`src/rtl/relu_share_arbiter.sv`:
```
// relu_share_arbiter: round-robin shared ReLU/saturation stage; RELU_SHARE_ARBITER_SAT_COUNT_EN adds sat_count
module relu_share_arbiter #(
  parameter int data_width = 16,
  parameter int NUM_REQ = 4,
  parameter int IDX_W = 2
) (
  input  logic                            clk,
  input  logic                            rst_n,
  input  logic [NUM_REQ-1:0]              req_valid,
  input  logic [NUM_REQ*2*data_width-1:0] req_data,
  output logic [NUM_REQ-1:0]              req_ready,
  output logic                            out_valid,
  output logic [data_width-1:0]           out_data,
  output logic [IDX_W-1:0]                out_idx,
  input  logic                            out_ready,
  output logic                            busy
`ifdef RELU_SHARE_ARBITER_SAT_COUNT_EN
  ,output logic [15:0]                    sat_count
`endif
);
  localparam int W2 = 2 * data_width;
  logic                  out_valid_q, out_valid_d;
  logic [data_width-1:0] out_data_q, out_data_d, act;
  logic [IDX_W-1:0]      out_idx_q, out_idx_d, rr_ptr_q, rr_ptr_d, gnt;
  logic                  found, accept, neg, sat;
  logic [W2-1:0]         x;
  function automatic logic [IDX_W-1:0] wrap(input logic [IDX_W-1:0] p, input int k);
    int s;
    s = int'(p) + k;
    return IDX_W'(s >= NUM_REQ ? s - NUM_REQ : s);
  endfunction
  // first valid requester strictly after the last grant, wrapping
  always_comb begin
    found = 1'b0;
    gnt = '0;
    for (int k = 1; k <= NUM_REQ; k++) begin
      if (!found && req_valid[wrap(rr_ptr_q, k)]) begin
        found = 1'b1;
        gnt = wrap(rr_ptr_q, k);
      end
    end
  end
  assign x = req_data[int'(gnt)*W2 +: W2];
  assign neg = x[W2-1];
  // bit data_width-1 included so 2^(data_width-1) saturates instead of wrapping negative
  assign sat = |x[W2-2:data_width-1];
  assign act = neg ? '0 : sat ? {1'b0, {(data_width-1){1'b1}}} : x[data_width-1:0];
  assign accept = rst_n && found && (!out_valid_q || out_ready);
  assign req_ready = accept ? NUM_REQ'(1) << gnt : '0;
  always_comb begin
    out_valid_d = accept || (out_valid_q && !out_ready);
    out_data_d = accept ? act : out_data_q;
    out_idx_d = accept ? gnt : out_idx_q;
    rr_ptr_d = accept ? gnt : rr_ptr_q;
  end
  always_ff @(posedge clk) begin
    if (!rst_n) begin
      out_valid_q <= 1'b0;
      out_data_q <= '0;
      out_idx_q <= '0;
      rr_ptr_q <= IDX_W'(NUM_REQ - 1);
    end else begin
      out_valid_q <= out_valid_d;
      out_data_q <= out_data_d;
      out_idx_q <= out_idx_d;
      rr_ptr_q <= rr_ptr_d;
    end
  end
  assign out_valid = out_valid_q;
  assign out_data = out_data_q;
  assign out_idx = out_idx_q;
  assign busy = out_valid_q || (|req_valid);
`ifdef RELU_SHARE_ARBITER_SAT_COUNT_EN
  logic [15:0] sat_count_q, sat_count_d;
  always_comb begin
    sat_count_d = (accept && !neg && sat && sat_count_q != 16'hFFFF) ? sat_count_q + 16'd1 : sat_count_q;
  end
  always_ff @(posedge clk) begin
    if (!rst_n) sat_count_q <= '0;
    else sat_count_q <= sat_count_d;
  end
  assign sat_count = sat_count_q;
`endif
endmodule

```
`config.mk`:
```
export PLATFORM = sky130hd
export DESIGN_NAME = relu_share_arbiter
export DESIGN_NICKNAME = d
export VERILOG_FILES = /design/src/rtl/relu_share_arbiter.sv
export SDC_FILE = /design/constraint.sdc
export NUM_CORES = 1
export LEC_CHECK = 0
export CAP_MARGIN = 20
export CELL_PAD_IN_SITES_DETAIL_PLACEMENT = 1
export CELL_PAD_IN_SITES_GLOBAL_PLACEMENT = 1
export CORE_MARGIN = 1
export CORE_UTILIZATION = 21
export CTS_CLUSTER_DIAMETER = 30
export DETAILED_ROUTE_END_ITERATION = 8
export HOLD_SLACK_MARGIN = 0.06
export PLACE_DENSITY_LB_ADDON = 0.1
export SYNTH_ARGS = -nofsm -noshare
export SYNTH_HDL_FRONTEND = slang
export SYNTH_SLANG_ARGS = --single-unit
```
`constraint.sdc`:
```
create_clock -name clk -period 2.4 [get_ports clk]
set_clock_uncertainty 0.2 [all_clocks]
set_input_delay 0.36 -clock clk [delete_from_list [all_inputs] [get_ports clk]]
set_output_delay 0.36 -clock clk [all_outputs]
set_load 0.05 [all_outputs]
```
# Yosys cells after proc, flatten, opt, wreduce, memory -nomap -nowiden
# Cells that the tools add are included.
# word_totals
reg_bits,21
input_bits,135
output_inout_bits,24
# classes
n_addsub,8
n_lt_le_gt_ge,8
n_shift,2
n_mux,23
reduce_logical,16
# ops
cell,count
indexed part select 128 x 8 -> 32 bit,1
two-way mux 16 bit,2
two-way mux 2 bit,8
OR reduction 16 bit,1
less-than comparator 2 x 3 -> 1 bit (second input constant),4
>= comparator 3 bit (second input constant),3
binary-select mux 1 bit (select 2 bit),4
two-way mux 1 bit,8
subtractor 2 x 1 -> 2 bit (second input constant),4
adder 2 x 2 -> 3 bit (second input constant),2
logical AND 1 bit,6
zero test 1 bit,5
adder 2 x 3 -> 4 bit (second input constant),1
>= comparator 4 x 3 -> 1 bit (second input constant),1
two-way mux 4 bit,1
OR reduction 4 bit,1
left shift 1 x 2 -> 4 bit (first input constant),1
adder 2 x 1 -> 3 bit (second input constant),1
logical OR 1 bit,3

# Logic depth before layout (Yosys ltp)
# logic_depth
ltp_word,19
ltp_mapped,9
mapped_depth_nobuf,6

# Least setup slack after synthesis
# Ideal clock, no wire load.
# synth_path
path_kind,input port to output port
from,input port req_valid[0]
to,output port req_ready[0]
t_arrival_ps,2789
required_ps,1840
path_slack_ps,-949
path_stages,7
n_path_buf,3
path_cell_list,buf_6 -> a21oi_1 -> a31o_1 -> o22a_1 -> buf_2 -> buf_1 -> nor4_1
# synth_via
elab_chain_len,15
word_cells_on_any_way,26
# synth_lines
element,line,rtl
"start, declared",9,"input logic [NUM_REQ-1:0] req_valid,"
binary-select mux 1 bit (select 2 bit),37,"if (!found && req_valid[wrap(rr_ptr_q, k)]) begin"
two-way mux 1 bit (implied by the code),37,
two-way mux 1 bit,37,
zero test 1 bit,37,
logical AND 1 bit,37,
two-way mux 1 bit,37,
zero test 1 bit,37,
logical AND 1 bit,37,
two-way mux 1 bit,37,
zero test 1 bit,37,
logical AND 1 bit,37,
two-way mux 1 bit,37,
logical AND 1 bit (2 in series),48,assign accept = rst_n && found && (!out_valid_q || out_ready);
two-way mux 4 bit *,49,assign req_ready = accept ? NUM_REQ'(1) << gnt : '0;
"end, declared",11,"output logic [NUM_REQ-1:0] req_ready,"
# Every way passes the cells marked *; elsewhere a longest branch is shown, timed or not. The select of a mux whose other input is x is not followed.

# Worst setup path after layout
# layout_path
from,input port req_valid[2]
to,output port req_ready[2]
# The elaborated chain is that of the path after synthesis.

==> run_results.csv <==
group,metric,value,unit
run_status,outcome,"complete, but fails checks",
run_status,violations,"DRC",
pwr,switching_share,0.409,
place,portBuffers,158,
synthesis,yosys.area_share.simple,0.134,
drt,dr_total_vias,2495,
drt,wirelength,8620,um
clocking,clock_sinks,21,
die,coreArea,8180,sq um
finish,mostFrequentLayoutCell,"clkdlybuf4s50_1",
clocking,cts_tree,"built",
die,start_util,0.215,
synthesis,syn-cell-area,1760,sq um
pwr,combPwrFrac,0.636,
drt,post_drt_wl_per_cell,17.9,um
synthesis,syn_nets,336,
synthesis,synth_fa_ha_area_frac,0,
grt,grt_pass1_wl,13300,um
finish,finish.utilization,0.472,
finish,antennaDiodeCount,0,
finish,multi_input_area,1300,sq um
clocking,cts.htree.levels,1,
synthesis,synthXorXnorAreaFrac,0,
synthesis,synth-edff-count,0,
die,fp.dieH,93.6,um
finish,syn2layout_area_growth,119,%
grt,grt_pass1_vias,2624,
setup_path,critPathTopFamily,"buffers and inverters",
setup_path,startpoint_type,"input pin",
pwr,intPower,1.12,mW
pwr,ir_drop,0.205,mV
setup_path,cp.arrival,1780,ps
synthesis,synth_compound_area_frac,0.537,
clocking,root_buffer,"clkbuf_8",
finish,final_cell_mix,"clkdlybuf4s50_1, o211a_1, a211oi_1",
drt,drt_iter0_markers,58,
pwr,pwr-share-clk,0.127,
pwr,power_switching,0.778,mW
finish,seqCellArea,422,sq um
synthesis,synth_top_family_by_area,"compound AO/OA/AOI/OAI gates",
pwr,total_power,1.90,mW
die,die_w,93.6,um
synthesis,synth_ff_type,"dfxtp_1",
synthesis,syn_inst,201,
setup_path,crit_buf_inv,5,
timing,finalCritPeriodShare,0.975,
grt,grt_util_all_layers,0.196,
synthesis,yosysTopAreaCell,"dfxtp_1",
synthesis,synth_seq_cells,21,
hold_path,min-delay-path-class,"flip-flop to flip-flop",
pwr,p_leak,1.60,nW
timing,relSlewSlack,0.641,
run,maxCapViolCount,0,
place,place_inst,474,
place,finalWeightedCongestion,0.809,
clocking,cts_buffers,3,
die,design.die.area,8760,sq um
clocking,clockBufferDepth,2,
drt,first_pass_iters,6,
clocking,clkLatencyLatePin,270,ps
timing,max_freq,427,MHz
finish,n_fill_cell,923,
setup_path,end_kind,"primary output",
synthesis,ys_seq_area_frac,0.239,
setup_path,critPathMaxFanout,3,
timing,finalCriticalPeriod,2340,ps
place,dp_hpwl,6950,um
pwr,powerDensity,493,nW/um^2
timing,drv_slew,0,
setup_path,cp_slowest_stage_delay,310,ps
drt,postRouteAntennaNets,0,
drt,drc,2,
finish,stdcell_count,480,
finish,final_layout_size_suffix_gt1_frac,0.160,
setup_path,worstPathRequired,1840,ps
timing,max_slew.worst_pin.slew,537,ps
place,post_dp_cell_area,3720,sq um
finish,final_area,3860,sq um
setup_path,worst_path_max_delay_cell,"nor4_4",
grt,antenna_found_initial,0,
synthesis,synth_mux_area_frac,0.0170,
die,io_pins,159,
die,rows,33,
synthesis,synth_cell_type_count,36,
finish,fin_nets,511,
synthesis,syn_area_per_cell,8.76,sq um
synthesis,synth_area_leaders,"dfxtp_1, o211a_1, a211oi_1, a22o_1, nor4_1",
synthesis,async_flop_share,0,
grt,grt_max_degree,31,
timing,hold_viol,0,
drt,vias_per_cell,5.20,
synthesis,synth_top_area_frac,0.239,
setup_path,crit_chain,"dlygate4sd2_1 -> buf_6 -> buf_4 -> o22ai_1 -> and2_1 -> buf_4 -> nor4_4 -> buf_6",
clocking,clkTransAtPathRegs,90,ps
synthesis,yosysWarnings,0,
timing,setup_viol,0,
grt,overflow,0,
pwr,sequentialPowerShare,0.237,
setup_path,worstSetupPathType,"input pin to primary output",
==> sequential cells by signal, indices dropped and copies added (netlist names) <==
register,cells
out_valid,1
out_data,16
out_idx,2
rr_ptr_q,2
==> cell families after synthesis <==
kind of cell	count (synthesis)
multiplexers	3
buffers and inverters	26
AO/OA/AOI/OAI	111
AND/OR/NAND/NOR	40
flip-flops	21
==> what timing repair did <==
action | in CTS | in global routing
setup buffers | 1 | 1
gates resized for setup | 15 | 9
endpoints found under the setup margin | 4 | 4
hold endpoints to repair | 0 | 0
pin swaps | 4 | 3
hold buffers | 0 | 0
==> power groups by stage <==
| stage | Combinational [mW] | Clock, mW | Sequential, mW |
|---|---|---|---|
| after detailed placement | 1.18 | 0 | 0.459 |
| final | 1.21 | 0.241 | 0.452 |
| after global routing | 1.28 | 0.266 | 0.461 |
| after floorplan | 0.416 | 0 | 0.647 |
| after CTS | 1.20 | 0.253 | 0.451 |
| after global placement | 1.17 | 0 | 0.458 |
==> per-layer routing <==
metal | vias to the layer above | share of wire | wire length (um) | track usage
met3 | 6 | 0.054 | 466 | 0.0309
li1 | 1195 | - | - | -
met1 | 1200 | 0.42 | 3660 | 0.239
met5 | - | 0 | 0 | 0
met4 | 0 | 0.011 | 91 | 0.0436
met2 | 94 | 0.51 | 4400 | 0.358
==> stage by stage <==
step / hold slack [ps] / setup TNS, ps / worst slack (ps)
after floorplan: 272 / -199 / -102
after global placement: 233 / -3850 / -226
after detailed placement: 240 / -4950 / -282
after CTS: 254 / 0 / 7.43
after global routing: 294 / -5.59 / -3.73
final: 249 / 0 / 59.9
==> worst register-to-register path: cells and delay by family, from the launching register on <==
| kind | cells | cell delay, ps |
|---|---|---|
| AOI/OAI and AO/OA | 5 | 890 |
| buffers and inverters | 3 | 480 |
| DFF | 1 | 360 |
| muxes | 1 | 270 |
==> Yosys cell counts (all sizes together) (2+ instances only) <==
library cell	instances
nor2	5
o21ai	2
buf	12
clkbuf	10
o211a	30
nand2	2
mux2i	3
nand4	4
nor4	19
inv	4
nand2b	3
dfxtp	21
a211oi	30
o22ai	3
o22a	2
nor2b	2
and2	2
a211o	2
o211ai	17
a21oi	4
a22o	16
==> path summary, 6_finish.rpt <==
path,from,slack [ps],cells after the start,end
hold / removal,out_idx[0]$_SDFFE_PN0P_,250,2,out_idx[0]$_SDFFE_PN0P_
hold reg to reg,out_idx[0]$_SDFFE_PN0P_,250,2,out_idx[0]$_SDFFE_PN0P_
setup / recovery,req_valid[2],60,8,req_ready[2]
setup reg to reg,rr_ptr_q[1]$_SDFFE_PN1P_,120,9,out_data[10]$_SDFFE_PN0P_
==> area by class of cell <==
class                   count  share of cell area
multi-input cells         154               0.338
inverters                   4             0.00389
clock buffers               3              0.0107
clock inverters             1             0.00130
repair buffers            192               0.503
well taps                 105              0.0341
flip-flops and latches     21               0.109
Note: power is estimated with default switching activity, not from simulation.
